===== config.mk =====
export PLATFORM = sky130hd
export DESIGN_NAME = mem_stage_flat
export DESIGN_NICKNAME = d
export VERILOG_FILES = /design/src/rtl/mem_stage_if.sv /design/src/rtl/mem_stage.sv /design/src/flat_wrapper.sv
export SDC_FILE = /design/constraint.sdc
export NUM_CORES = 1
export LEC_CHECK = 0
export BUFFER_PORTS_ARGS = -buffer_cell sky130_fd_sc_hd__clkbuf_2
export CORE_UTILIZATION = 48
export CTS_CLUSTER_DIAMETER = 50
export DETAILED_ROUTE_END_ITERATION = 6
export PLACE_DENSITY = 0.84
export SLEW_MARGIN = 40
export SYNTH_ARGS = -nofsm -noshare
export SYNTH_HDL_FRONTEND = slang
export SYNTH_SLANG_ARGS = --single-unit
export TNS_END_PERCENT = 100

===== constraint.sdc =====
create_clock -name clk -period 4.5 [get_ports clk]
set_clock_uncertainty 0.2 [all_clocks]
set_input_delay 0.225 -clock clk [delete_from_list [all_inputs] [get_ports clk]]
set_output_delay 0.225 -clock clk [all_outputs]
set_load 0.01 [all_outputs]

===== src/rtl/mem_stage_if.sv =====
// Bus bundle for the RV32I memory stage: EX/MEM entry, data-memory port and MEM/WB entry.
// The stage itself uses the slave view; the surrounding pipeline or environment uses master.
interface mem_stage_if;
  logic        in_valid;
  logic [31:0] in_pc;
  logic [4:0]  in_rd_addr;
  logic        in_regfile_we;
  logic [31:0] in_alu_result;
  logic        in_is_load;
  logic        in_is_store;
  logic [2:0]  in_funct3;
  logic [31:0] in_store_data;
  logic        stall_out;

  logic [31:0] dmem_addr;
  logic [3:0]  dmem_rmask;
  logic [3:0]  dmem_wmask;
  logic [31:0] dmem_wdata;
  logic [31:0] dmem_rdata;
  logic        dmem_resp;

  logic        wb_valid;
  logic [31:0] wb_pc;
  logic [4:0]  wb_rd_addr;
  logic [31:0] wb_rd_data;
  logic        wb_regfile_we;
  logic        wb_misaligned;

  modport slave (
    input  in_valid, in_pc, in_rd_addr, in_regfile_we, in_alu_result,
           in_is_load, in_is_store, in_funct3, in_store_data,
           dmem_rdata, dmem_resp,
    output stall_out, dmem_addr, dmem_rmask, dmem_wmask, dmem_wdata,
           wb_valid, wb_pc, wb_rd_addr, wb_rd_data, wb_regfile_we, wb_misaligned
  );

  modport master (
    output in_valid, in_pc, in_rd_addr, in_regfile_we, in_alu_result,
           in_is_load, in_is_store, in_funct3, in_store_data,
           dmem_rdata, dmem_resp,
    input  stall_out, dmem_addr, dmem_rmask, dmem_wmask, dmem_wdata,
           wb_valid, wb_pc, wb_rd_addr, wb_rd_data, wb_regfile_we, wb_misaligned
  );
endinterface


===== src/rtl/mem_stage.sv =====
// RV32I memory-access stage: issues one data-memory access per load/store, waits for the
// response, aligns/extends load data and registers the MEM/WB entry.
module mem_stage (
  input  logic        clk,
  input  logic        rst,
  mem_stage_if.slave  bus
);

  localparam int unsigned XLEN = 32;
  localparam int unsigned RW   = 5;

  typedef enum logic {S_IDLE = 1'b0, S_WAIT = 1'b1} state_t;

  state_t state, state_nxt;

  logic [1:0]      off;
  logic            is_mem;
  logic            size_mis;
  logic            misaligned;
  logic            mem_op;
  logic [3:0]      acc_mask;

  logic            stall;
  logic [3:0]      rmask;
  logic [3:0]      wmask;

  logic [XLEN-1:0] hold_pc;
  logic [RW-1:0]   hold_rd;
  logic [2:0]      hold_f3;
  logic [1:0]      hold_off;
  logic            hold_ld;

  logic [XLEN-1:0] load_shift;
  logic [XLEN-1:0] load_ext;

  logic            wb_valid;
  logic [XLEN-1:0] wb_pc;
  logic [RW-1:0]   wb_rd_addr;
  logic [XLEN-1:0] wb_rd_data;
  logic            wb_regfile_we;
  logic            wb_misaligned;

  // Access decode: byte lanes and natural-alignment check from funct3 size and offset
  always_comb begin
    off      = bus.in_alu_result[1:0];
    is_mem   = bus.in_valid & (bus.in_is_load | bus.in_is_store);
    acc_mask = 4'b1111;
    size_mis = 1'b0;
    case (bus.in_funct3[1:0])
      2'b00: acc_mask = 4'b0001 << off;
      2'b01: begin
        acc_mask = 4'b0011 << off;
        size_mis = off[0];
      end
      default: begin
        acc_mask = 4'b1111;
        size_mis = (off != 2'b00);
      end
    endcase
    misaligned = is_mem & size_mis;
    mem_op     = is_mem & ~size_mis;
  end

  // FSM state register
  always_ff @(posedge clk or posedge rst) begin
    if (rst) state <= S_IDLE;
    else     state <= state_nxt;
  end

  // FSM next state
  always_comb begin
    state_nxt = state;
    case (state)
      S_IDLE:  if (mem_op)        state_nxt = S_WAIT;
      S_WAIT:  if (bus.dmem_resp) state_nxt = S_IDLE;
      default: state_nxt = S_IDLE;
    endcase
  end

  // FSM outputs: request strobes exist only in the issue cycle
  always_comb begin
    stall = 1'b0;
    rmask = 4'b0000;
    wmask = 4'b0000;
    case (state)
      S_IDLE: begin
        stall = mem_op;
        if (mem_op) begin
          if (bus.in_is_load) rmask = acc_mask;
          else                wmask = acc_mask;
        end
      end
      S_WAIT:  stall = ~bus.dmem_resp;
      default: stall = 1'b0;
    endcase
  end

  // Load alignment and extension from the held offset and funct3
  always_comb begin
    load_shift = bus.dmem_rdata >> {hold_off, 3'b000};
    case (hold_f3)
      3'b000:  load_ext = {{24{load_shift[7]}}, load_shift[7:0]};
      3'b001:  load_ext = {{16{load_shift[15]}}, load_shift[15:0]};
      3'b100:  load_ext = {24'd0, load_shift[7:0]};
      3'b101:  load_ext = {16'd0, load_shift[15:0]};
      default: load_ext = load_shift;
    endcase
  end

  // Hold registers and MEM/WB entry
  always_ff @(posedge clk or posedge rst) begin
    if (rst) begin
      hold_pc       <= '0;
      hold_rd       <= '0;
      hold_f3       <= '0;
      hold_off      <= '0;
      hold_ld       <= 1'b0;
      wb_valid      <= 1'b0;
      wb_pc         <= '0;
      wb_rd_addr    <= '0;
      wb_rd_data    <= '0;
      wb_regfile_we <= 1'b0;
      wb_misaligned <= 1'b0;
    end else if (state == S_IDLE) begin
      if (mem_op) begin
        hold_pc  <= bus.in_pc;
        hold_rd  <= bus.in_rd_addr;
        hold_f3  <= bus.in_funct3;
        hold_off <= off;
        hold_ld  <= bus.in_is_load;
        wb_valid <= 1'b0;
      end else begin
        wb_valid      <= bus.in_valid;
        wb_pc         <= bus.in_pc;
        wb_rd_addr    <= bus.in_rd_addr;
        wb_rd_data    <= bus.in_alu_result;
        wb_regfile_we <= bus.in_regfile_we & ~misaligned;
        wb_misaligned <= misaligned;
      end
    end else if (bus.dmem_resp) begin
      wb_valid      <= 1'b1;
      wb_pc         <= hold_pc;
      wb_rd_addr    <= hold_rd;
      wb_rd_data    <= hold_ld ? load_ext : XLEN'(0);
      wb_regfile_we <= hold_ld;
      wb_misaligned <= 1'b0;
    end else begin
      wb_valid <= 1'b0;
    end
  end

  assign bus.stall_out     = stall;
  assign bus.dmem_addr     = {bus.in_alu_result[31:2], 2'b00};
  assign bus.dmem_rmask    = rmask;
  assign bus.dmem_wmask    = wmask;
  assign bus.dmem_wdata    = bus.in_store_data << {off, 3'b000};
  assign bus.wb_valid      = wb_valid;
  assign bus.wb_pc         = wb_pc;
  assign bus.wb_rd_addr    = wb_rd_addr;
  assign bus.wb_rd_data    = wb_rd_data;
  assign bus.wb_regfile_we = wb_regfile_we;
  assign bus.wb_misaligned = wb_misaligned;

endmodule

===== src/flat_wrapper.sv =====
// flat-port wrapper written by rule: the top's interface ports become plain ports
module mem_stage_flat 
  (clk, rst, bus_in_valid, bus_in_pc, bus_in_rd_addr, bus_in_regfile_we, bus_in_alu_result, bus_in_is_load, bus_in_is_store, bus_in_funct3, bus_in_store_data, bus_dmem_rdata, bus_dmem_resp, bus_stall_out, bus_dmem_addr, bus_dmem_rmask, bus_dmem_wmask, bus_dmem_wdata, bus_wb_valid, bus_wb_pc, bus_wb_rd_addr, bus_wb_rd_data, bus_wb_regfile_we, bus_wb_misaligned);
  mem_stage_if bus_i ();
  input  logic clk;
  input  logic rst;
  input wire logic [$bits(bus_i.in_valid)-1:0] bus_in_valid;
  input wire logic [$bits(bus_i.in_pc)-1:0] bus_in_pc;
  input wire logic [$bits(bus_i.in_rd_addr)-1:0] bus_in_rd_addr;
  input wire logic [$bits(bus_i.in_regfile_we)-1:0] bus_in_regfile_we;
  input wire logic [$bits(bus_i.in_alu_result)-1:0] bus_in_alu_result;
  input wire logic [$bits(bus_i.in_is_load)-1:0] bus_in_is_load;
  input wire logic [$bits(bus_i.in_is_store)-1:0] bus_in_is_store;
  input wire logic [$bits(bus_i.in_funct3)-1:0] bus_in_funct3;
  input wire logic [$bits(bus_i.in_store_data)-1:0] bus_in_store_data;
  input wire logic [$bits(bus_i.dmem_rdata)-1:0] bus_dmem_rdata;
  input wire logic [$bits(bus_i.dmem_resp)-1:0] bus_dmem_resp;
  output wire logic [$bits(bus_i.stall_out)-1:0] bus_stall_out;
  output wire logic [$bits(bus_i.dmem_addr)-1:0] bus_dmem_addr;
  output wire logic [$bits(bus_i.dmem_rmask)-1:0] bus_dmem_rmask;
  output wire logic [$bits(bus_i.dmem_wmask)-1:0] bus_dmem_wmask;
  output wire logic [$bits(bus_i.dmem_wdata)-1:0] bus_dmem_wdata;
  output wire logic [$bits(bus_i.wb_valid)-1:0] bus_wb_valid;
  output wire logic [$bits(bus_i.wb_pc)-1:0] bus_wb_pc;
  output wire logic [$bits(bus_i.wb_rd_addr)-1:0] bus_wb_rd_addr;
  output wire logic [$bits(bus_i.wb_rd_data)-1:0] bus_wb_rd_data;
  output wire logic [$bits(bus_i.wb_regfile_we)-1:0] bus_wb_regfile_we;
  output wire logic [$bits(bus_i.wb_misaligned)-1:0] bus_wb_misaligned;
  assign bus_i.in_valid = bus_in_valid;
  assign bus_i.in_pc = bus_in_pc;
  assign bus_i.in_rd_addr = bus_in_rd_addr;
  assign bus_i.in_regfile_we = bus_in_regfile_we;
  assign bus_i.in_alu_result = bus_in_alu_result;
  assign bus_i.in_is_load = bus_in_is_load;
  assign bus_i.in_is_store = bus_in_is_store;
  assign bus_i.in_funct3 = bus_in_funct3;
  assign bus_i.in_store_data = bus_in_store_data;
  assign bus_i.dmem_rdata = bus_dmem_rdata;
  assign bus_i.dmem_resp = bus_dmem_resp;
  assign bus_stall_out = bus_i.stall_out;
  assign bus_dmem_addr = bus_i.dmem_addr;
  assign bus_dmem_rmask = bus_i.dmem_rmask;
  assign bus_dmem_wmask = bus_i.dmem_wmask;
  assign bus_dmem_wdata = bus_i.dmem_wdata;
  assign bus_wb_valid = bus_i.wb_valid;
  assign bus_wb_pc = bus_i.wb_pc;
  assign bus_wb_rd_addr = bus_i.wb_rd_addr;
  assign bus_wb_rd_data = bus_i.wb_rd_data;
  assign bus_wb_regfile_we = bus_i.wb_regfile_we;
  assign bus_wb_misaligned = bus_i.wb_misaligned;
  mem_stage u_core (.clk(clk), .rst(rst), .bus(bus_i));
endmodule

==> reports/metrics.cfg, run 1 <==
[detailed_routing]
firstDrtPassIters=5
vias=6241
drc=0
first_iter_violations=471
avgRoutedWirePerCell_um=17.9
antenna_left=0
via_per_inst=5.46
wirelength_um=20500

[global_route]
grt_pass1_wl_um=32500
grt_max_degree=93
grt_pass1_vias=6287
grt-ovfl-total=0
antenna_found_initial=0
grt_usage_pct=30.1

[pwr]
pwr-share-clk_pct=35.7
switching_share_pct=31.6
netSwitchingPower_w=0.00127
internal_power_w=0.00275
power_w=0.00402
powerDensity_nw_per_um2=441
power_frac_comb_pct=28.2
p_leak_nw=4.34
seq_power_share_pct=36.2
ir_drop_mv=0.358

[floorplanning]
fp.dieH_um=118
die-area_um2=13800
die_w_um=118
core_um2=12800
io-pin-count=288
start_util_pct=50.1
rows=41

[worst_setup_path]
crit_start=bus_in_is_load
reg2reg_to=u_core.bus.wb_rd_data[26]
end_kind=register
crit_end=u_core.bus.wb_rd_data[29]
critPathMostFrequentCell=dlygate4sd3_1
slowest_delay_ns=0.61
cp_top_family=buffers and inverters
cp.arrival_ns=3.17
rr_startpoint=u_core.hold_off[1]
critPathKind=input port to register
r2r_cells=6
cp_num_buf_inv=5
cp_slowest_cell=dlygate4sd3_1
required_ns=4.60
path_max_fanout=28
rrSetupSlack_ns=1.58
start_kind=input port
crit_chain=dlygate4sd3_1 -> clkbuf_2 -> o21ai_1 -> o41a_2 -> clkinv_2 -> buf_4 -> a21oi_1 -> o211ai_1 -> dlygate4sd3_1
worst-path-stages=9

[clock_tree]
root_buffer=clkbuf_16
cts_made_buffers=17
hold_buffers=83
cts-htree-levels=4
clk_latency_ns=0.42
clkTransAtPathRegs_ns=0.06
cts.sink_count=116
cts_tree=done
post_cts_resized=0
postCtsSetupBuffers=0
cts_buffer_depth=2

[synthesis]
syn_area_um2=6420
async_flop_share_pct=100
synthTopCellsByArea=dfrtp_1, mux2i_1, mux2_2, nand2_1, o21ai_0
synth_edf_count=0
ys.flop_type=dfrtp_1
synth_top_cell_by_area=dfrtp_1
ys_types=50
ys_seq_area_share_pct=45.2
yosys_warnings=0
syn_area_per_cell_um2=9.97
synth_cells=644
synth_top_area_share_pct=45.2
synth-seq-cells=116

[finish]
drive_above_1_share_pct=38.5
post-route-util_pct=71.0
area_growth_pct=41.9
fill_cells=955
final_net_count=1102
regArea_um2=2900
multiInputGateArea_um2=3010
antennaDiodeCount=0

[timing]
period_share_pct=68.2
rsz0062_at_grt=false
setup_viol=0
worstMarginPinSlew_ns=0.828
whs_ns=0.0342
slew_headroom_pct=44.8
tns_ns=0
fmax_mhz=326
finalMaxSlewViolations=0
hold_violations=0
setup_slack_ns=1.43
min_period_ns=3.07

[outcome]
status=completed

[placed_design]
hpwl_um=13000
gp_congestion=0.842
dp_slack_ns=1.53
port_buffers=285

[job]
max-cap-violations=0

[hold_path]
hold_path.class=input port to register

[worst min-delay path by stage]
stage	from	to	slack, ns	cells past startpoint
5_1_grt	bus_dmem_rdata[21]	u_core.bus.wb_rd_data[21]	0.04	4
4_1_cts	bus_dmem_rdata[21]	u_core.bus.wb_rd_data[21]	0.02	4
3_3_place_gp	rst	u_core.hold_pc[2]	0.009	2
2_1_floorplan	bus_in_valid	u_core.bus.wb_valid	0.15	2
6_report	bus_dmem_rdata[21]	u_core.bus.wb_rd_data[21]	0.03	4
3_5_place_dp	rst	u_core.hold_pc[11]	0.02	2
[cell families after synthesis]
| logic type | share of synthesized area [%] |
|---|---|
| mux | 18.8 |
| xor+xnor | 0.273 |
| buf+inv | 8.26 |
| simple gates | 13.0 |
| other cells | 0.0584 |
| flops | 45.2 |
| compound gates | 14.4 |
[flip-flops by register name, summed over array words and instances (netlist names)]
signal / cells
u_core.state: 1
u_core.bus.wb_valid: 1
u_core.hold_rd: 5
u_core.bus.wb_rd_data: 32
u_core.hold_off: 2
u_core.bus.wb_pc: 32
u_core.hold_f3: 3
u_core.hold_ld: 1
u_core.hold_pc: 32
u_core.bus.wb_misaligned: 1
u_core.bus.wb_rd_addr: 5
u_core.bus.wb_regfile_we: 1
[area by class of cell]
| cell class | instances | share of cell area [%] |
|---|---|---|
| timing repair buffer | 377 | 25.7 |
| clock inverter | 13 | 1.99 |
| clock buffer | 19 | 4.86 |
| tap | 172 | 2.36 |
| inverter | 5 | 0.247 |
| multi-input combinational | 442 | 33.0 |
| sequential | 116 | 31.9 |
[per-layer routing]
layer  global-route usage, %  vias up  wire, um
met2                    50.6      331     10200
li1                        -     2880         -
met4                    13.3        0       677
met3                    8.87       58      1580
met5                       0        -         0
met1                    35.6     2972      8040
[tightest hold or removal path: cells and delay by family]
kind	cells	cell delay (ns)
buffers and inverters	1	0.10
muxes	1	0.16
and+or+nand+nor	1	0.05
AOI/OAI and AO/OA	1	0.08
[power by group through the flow]
stage	Clock [W]	Combinational (W)	Sequential, W
CTS	0.00145	0.00112	0.00144
global placement	0	0.00101	0.00145
finish	0.00143	0.00113	0.00145
floorplan	0	0.000628	0.00148
global route	0.00151	0.00123	0.00148
detailed placement	0	0.00104	0.00146
[synth_stat cells, types with 2 or more instances]
master     count
a211o_1        7
a211oi_1       8
a21oi_1       24
a32oi_1       14
and2_1        10
buf_1          3
buf_2         13
buf_4         33
buf_6          8
clkbuf_1      22
clkbuf_2       3
dfrtp_1      116
inv_1          4
mux2_1        14
mux2_2        37
mux2i_1       61
nand2_1       94
nand2b_1       3
nand3_1        2
nand3b_1       7
nor2_1        37
nor2b_1       17
nor3_1         4
nor3b_1        2
o2111ai_1      8
o211ai_1      16
o21ai_0       53
o2bb2ai_1      2
[stage by stage]
step | cells | area (um^2)
2_1_floorplan | 645 | 6420
3_3_place_gp | 1029 | 7640
3_5_place_dp | 1029 | 7650
4_1_cts | 1144 | 9100
5_1_grt | 1144 | 9110
6_report | 1144 | 9110
[cell usage in the layout (no fill, tap or decap), drive strengths merged, types with 2 or more instances in the layout]
| cell type | count |
|---|---|
| a211o | 7 |
| a211oi | 8 |
| a21oi | 24 |
| a32oi | 14 |
| and2 | 10 |
| buf | 10 |
| bufinv | 4 |
| clkbuf | 303 |
| clkinv | 7 |
| clkinvlp | 2 |
| conb | 2 |
| dfrtp | 116 |
| dlygate4sd3 | 83 |
| inv | 5 |
| mux2 | 51 |
| mux2i | 61 |
| nand2 | 94 |
| nand2b | 3 |
| nand3 | 2 |
| nand3b | 7 |
| nor2 | 37 |
| nor2b | 17 |
| nor3 | 5 |
| nor3b | 2 |
| o2111ai | 8 |
| o211ai | 16 |
| o21ai | 55 |
| o2bb2ai | 2 |
| or2 | 2 |
Note: power is estimated with default switching activity, not from simulation.
==> inputs of run 2 (changes only) <==
==> constraint.sdc (replaced) <==
create_clock -name clk -period 3 [get_ports clk]
set_clock_uncertainty 0.2 [all_clocks]
set_input_delay 0.15 -clock clk [delete_from_list [all_inputs] [get_ports clk]]
set_output_delay 0.15 -clock clk [all_outputs]
set_load 0.01 [all_outputs]
==> run 2 against run 1 <==
Net effect: first-iteration DRC count is 22% higher; wire length up 2.5%; global-route usage decreased by 0.072 points; utilization grew 0.65 points; register-to-register slack got worse by 1.3 ns.
==> reports/metrics.cfg, run 2 (synthesis gave the netlist of run 1 again) <==
[outcome]
status=completed

[job]
max-cap-violations=0

[global_route]
antenna_found_initial=0
grt_pass1_vias=6275
grt_usage_pct=30.0
grt_pass1_wl_um=32500
grt-ovfl-total=0
grt_max_degree=81

[timing]
setup_slack_ns=0.111
rsz0062_at_grt=false
min_period_ns=2.89
fmax_mhz=346
slew_headroom_pct=50.6
worstMarginPinSlew_ns=0.741
tns_ns=0
setup_viol=0
finalMaxSlewViolations=0
hold_violations=0
period_share_pct=96.3
whs_ns=0.0204

[clock_tree]
clkTransAtPathRegs_ns=0.05
clk_latency_ns=0.40
cts.sink_count=116
cts-htree-levels=4
root_buffer=clkbuf_16
postCtsSetupBuffers=0
cts_buffer_depth=2
cts_made_buffers=17
cts_tree=done

[worst_setup_path]
end_kind=register
crit_start=bus_in_is_load
required_ns=3.08
path_max_fanout=29
r2r_cells=6
rr_startpoint=u_core.hold_off[1]
reg2reg_to=u_core.bus.wb_rd_data[22]
start_kind=input port
cp.arrival_ns=2.97
crit_end=u_core.bus.wb_rd_data[22]
critPathKind=input port to register
rrSetupSlack_ns=0.30

[detailed_routing]
antenna_left=0
wl_met3_um=1700
firstDrtPassIters=7
wirelength_um=21000
avgRoutedWirePerCell_um=18.2
dr_wl_met2_um=10500
wl_met1_um=7820
first_iter_violations=573
via_per_inst=5.55
drc=0
top_layer_used=met4
vias=6408

[pwr]
seq_power_share_pct=37.1
switching_share_pct=32.6
internal_power_w=0.00393
pwr-share-clk_pct=32.9
powerDensity_nw_per_um2=635
power_frac_comb_pct=30.0
netSwitchingPower_w=0.00191
p_leak_nw=4.36
ir_drop_mv=0.561

[finish]
final_net_count=1113
final_common_cell=clkbuf_2
finalInstanceArea_um2=9190
area_growth_pct=43.2
fill_cells=947
antennaDiodeCount=0
reg_top3=u_core.bus.wb_pc x32, u_core.bus.wb_rd_data x32, u_core.hold_pc x32
mostFrequentLayoutCells=clkbuf_2, dfrtp_1, nand2_1, dlygate4sd3_1, mux2i_1
drive_above_1_share_pct=38.4

[placed_design]
port_buffers=285
dp_slack_ns=0.723
gp_congestion=0.883
placed_area_um2=7710
hpwl_um=13400

[floorplanning]
core_um2=12800
die-area_um2=13800
die_w_um=118
start_util_pct=50.1
io-pin-count=288
fp.dieH_um=118
rows=41

[hold_path]
hold_path.class=input port to register

## run 2: per-stage QoR
step           instances  utilization [%]  total power [W]
2_1_floorplan        645                -          0.00316
3_3_place_gp        1034             60.2          0.00368
3_5_place_dp        1034             60.2          0.00375
4_1_cts             1154             71.4          0.00580
5_1_grt             1155             71.7          0.00612
6_report            1155             71.7          0.00584
## run 2: routing by layer
metal | vias up | GRT usage [%]
li1 | 2905 | -
met1 | 3054 | 34.3
met2 | 364 | 51.2
met3 | 85 | 8.58
met4 | 0 | 15.0
met5 | - | 0
## run 2: critical path, cell delays in order
cell and delay [ns]:
dlygate4sd3_1 0.55, clkbuf_2 0.14, o21ai_1 0.40, o41a_1 0.24
clkinv_2 0.36, buf_4 0.33, nand2_1 0.08, o2111ai_1 0.11
dlygate4sd3_1 0.60
## run 2: layout make-up
class                      instances  area (um^2)  area share [%]
sequential                       116         2900            31.6
clock inverter                    11          104            1.13
multi-input combinational        442         3000            32.7
inverter                           5         23.8           0.259
clock buffer                      21          460            5.01
timing repair buffer             388         2480            27.0
tap                              172          215            2.34
## run 2: how the worst min path moves through the flow
stage | start | endpoint | slack [ns] | depth (start not counted)
floorplan | bus_in_valid | u_core.bus.wb_valid | 0.07 | 2
global placement | rst | u_core.bus.wb_rd_data[27] | 0.12 | 2
detailed placement | rst | u_core.bus.wb_rd_data[28] | 0.12 | 2
CTS | bus_dmem_rdata[18] | u_core.bus.wb_rd_data[18] | 0.002 | 4
global route | bus_dmem_rdata[18] | u_core.bus.wb_rd_data[18] | 0.01 | 4
finish | bus_dmem_rdata[18] | u_core.bus.wb_rd_data[18] | 0.02 | 4
## run 2: what timing repair did
| action | 4_1_cts | 5_1_grt |
|---|---|---|
| endpoints found under the setup margin | 0 | 12 |
| hold buffers | 88 | 0 |
| hold endpoints to repair | 143 | 0 |
| gates resized for setup | 0 | 1 |
## run 2: power by group through the flow
stage	combinational, W	sequential (W)	clock [W]
after detailed placement	0.00158	0.00217	0
after global placement	0.00153	0.00216	0
after CTS	0.00171	0.00215	0.00194
final	0.00175	0.00217	0.00192
after global routing	0.00189	0.00221	0.00202
after floorplan	0.000942	0.00222	0
==> inputs of run 3 (changes only) <==
--- a/config.mk
+++ b/config.mk
@@ -6,10 +6,10 @@
 export NUM_CORES = 1
 export LEC_CHECK = 0
 export BUFFER_PORTS_ARGS = -buffer_cell sky130_fd_sc_hd__clkbuf_2
-export CORE_UTILIZATION = 48
+export CORE_UTILIZATION = 45
 export CTS_CLUSTER_DIAMETER = 50
 export DETAILED_ROUTE_END_ITERATION = 6
-export PLACE_DENSITY = 0.84
+export PLACE_DENSITY = 0.8
 export SLEW_MARGIN = 40
 export SYNTH_ARGS = -nofsm -noshare
 export SYNTH_HDL_FRONTEND = slang
==> run 3 against run 2 <==
Net effect: via count decreased by 2.4%; power increased by 3.3%; sequential power about the same; non-clock buffer count decreased by 3; flip-flop and latch count unchanged; worst hold slack improved by 0.014 ns; clock-buffer cell count unchanged.
==> reports/metrics.cfg, run 3 (synthesis gave the netlist of run 1 again) <==
[detailed_routing]
first_iter_violations=555
via_per_inst=5.39
vias=6254
antenna_left=0
avgRoutedWirePerCell_um=17.9
wirelength_um=20700
drc=0
firstDrtPassIters=5

[timing]
slew_headroom_pct=53.8
hold_violations=0
period_share_pct=95.0
min_period_ns=2.85
worstMarginPinSlew_ns=0.693
setup_viol=0
finalMaxSlewViolations=0
tns_ns=0
fmax_mhz=351
rsz0062_at_grt=false

[worst_setup_path]
cp_slowest_cell=dlygate4sd3_1
path_max_fanout=40
crit_end=u_core.bus.wb_rd_data[17]
r2r_cells=6
start_kind=input port
reg2reg_to=u_core.bus.wb_rd_data[17]
rrSetupSlack_ns=0.20
critPathMostFrequentCell=dlygate4sd3_1
required_ns=3.09
critPathKind=input port to register
rr_startpoint=u_core.hold_off[1]
cp.arrival_ns=2.94
end_kind=register
crit_start=bus_in_is_load
slowest_delay_ns=0.62
crit_chain=dlygate4sd3_1 -> clkbuf_2 -> o21ai_1 -> o41a_1 -> clkinv_2 -> buf_12 -> nand2_1 -> o2111ai_1 -> dlygate4sd3_1

[global_route]
grt-ovfl-total=0
grt_max_degree=117
grt_pass1_wl_um=31600
grt_usage_pct=28.2
antenna_found_initial=0
grt_pass1_vias=6071

[pwr]
ir_drop_mv=0.508
p_leak_nw=4.38
powerDensity_nw_per_um2=655

[clock_tree]
cts-htree-levels=4
cts.sink_count=116
cts_buffer_depth=2
clkTransAtPathRegs_ns=0.06
postCtsSetupBuffers=0
root_buffer=clkbuf_16
cts_made_buffers=17
clk_latency_ns=0.42
cts_tree=done

[job]
max-cap-violations=0

[finish]
final_common_cell=clkbuf_2
reg_top3=u_core.bus.wb_pc x32, u_core.bus.wb_rd_data x32, u_core.hold_pc x32
fill_cells=1054
antennaDiodeCount=0
finalInstanceArea_um2=9210
area_growth_pct=43.5
final_net_count=1110
mostFrequentLayoutCells=clkbuf_2, dfrtp_1, nand2_1, dlygate4sd3_1, mux2i_1
fin_cells=1160
drive_above_1_share_pct=38.4

[floorplanning]
start_util_pct=46.3
io-pin-count=288
core_um2=13900
rows=43
fp.dieH_um=121
die-area_um2=14700
die_w_um=121

[placed_design]
gp_congestion=0.886
hpwl_um=13000
port_buffers=285
placed_area_um2=7720
dp_cells=1042

[hold_path]
hold_depth=3
hold_path.class=input port to register

[outcome]
status=completed

## run 3: worst min path at each step
stage | startpoint | endpoint | slack [ns]
finish | bus_dmem_resp | u_core.bus.wb_rd_data[8] | 0.03
global route | bus_dmem_resp | u_core.bus.wb_rd_data[8] | 0.03
floorplan | bus_in_valid | u_core.bus.wb_valid | 0.07
detailed placement | rst | u_core.bus.wb_rd_data[24] | 0.18
global placement | rst | u_core.bus.wb_rd_data[4] | 0.18
CTS | bus_dmem_rdata[21] | u_core.bus.wb_rd_data[21] | 0.0007
## run 3: metrics by stage
step                      util, %  setup WS, ns  hold WS (ns)  power (W)
final                        66.4         0.150        0.0346    0.00603
after global routing         66.4        0.0202        0.0301    0.00632
after floorplan                 -          1.05        0.0750    0.00316
after detailed placement     55.7         0.732         0.181    0.00375
after CTS                    66.3         0.164      0.000681    0.00601
after global placement       55.7         0.818         0.177    0.00369
## run 3: routing by layer
metal	routed length [um]	vias to the layer above	global-route usage, %
met3	1740	60	8.60
met4	736	0	13.7
met2	10200	320	45.9
met1	8080	2982	33.6
met5	0	-	0
li1	-	2892	-
## run 3: power breakdown
group          switching [W]  internal (W)  leakage (nW)
combinational       0.000922      0.000805          2.69
clock               0.000755       0.00138         0.296
sequential          0.000240       0.00194          1.39
## run 3: repair_timing
item                                    4_1_cts  5_1_grt
hold buffers                                 86        0
hold endpoints to repair                    226        0
gates resized for setup                       0        1
endpoints found under the setup margin        0        7
## run 3: cell type report
class                           count  area (um^2)  share of cell area [%]
Clock buffer                       21          470                    5.11
Multi-Input combinational cell    442         3000                    32.5
Timing Repair Buffer              385         2440                    26.5
Clock inverter                     11          149                    1.62
Tap cell                          180          225                    2.44
Sequential cell                   116         2900                    31.5
Inverter                            5         23.8                   0.258
## run 3: worst max-delay path: cells and delay by family
family | cells | cell delay (ns)
buffers and inverters | 5 | 1.93
and+or+nand+nor | 1 | 0.10
AOI/OAI and AO/OA | 3 | 0.76
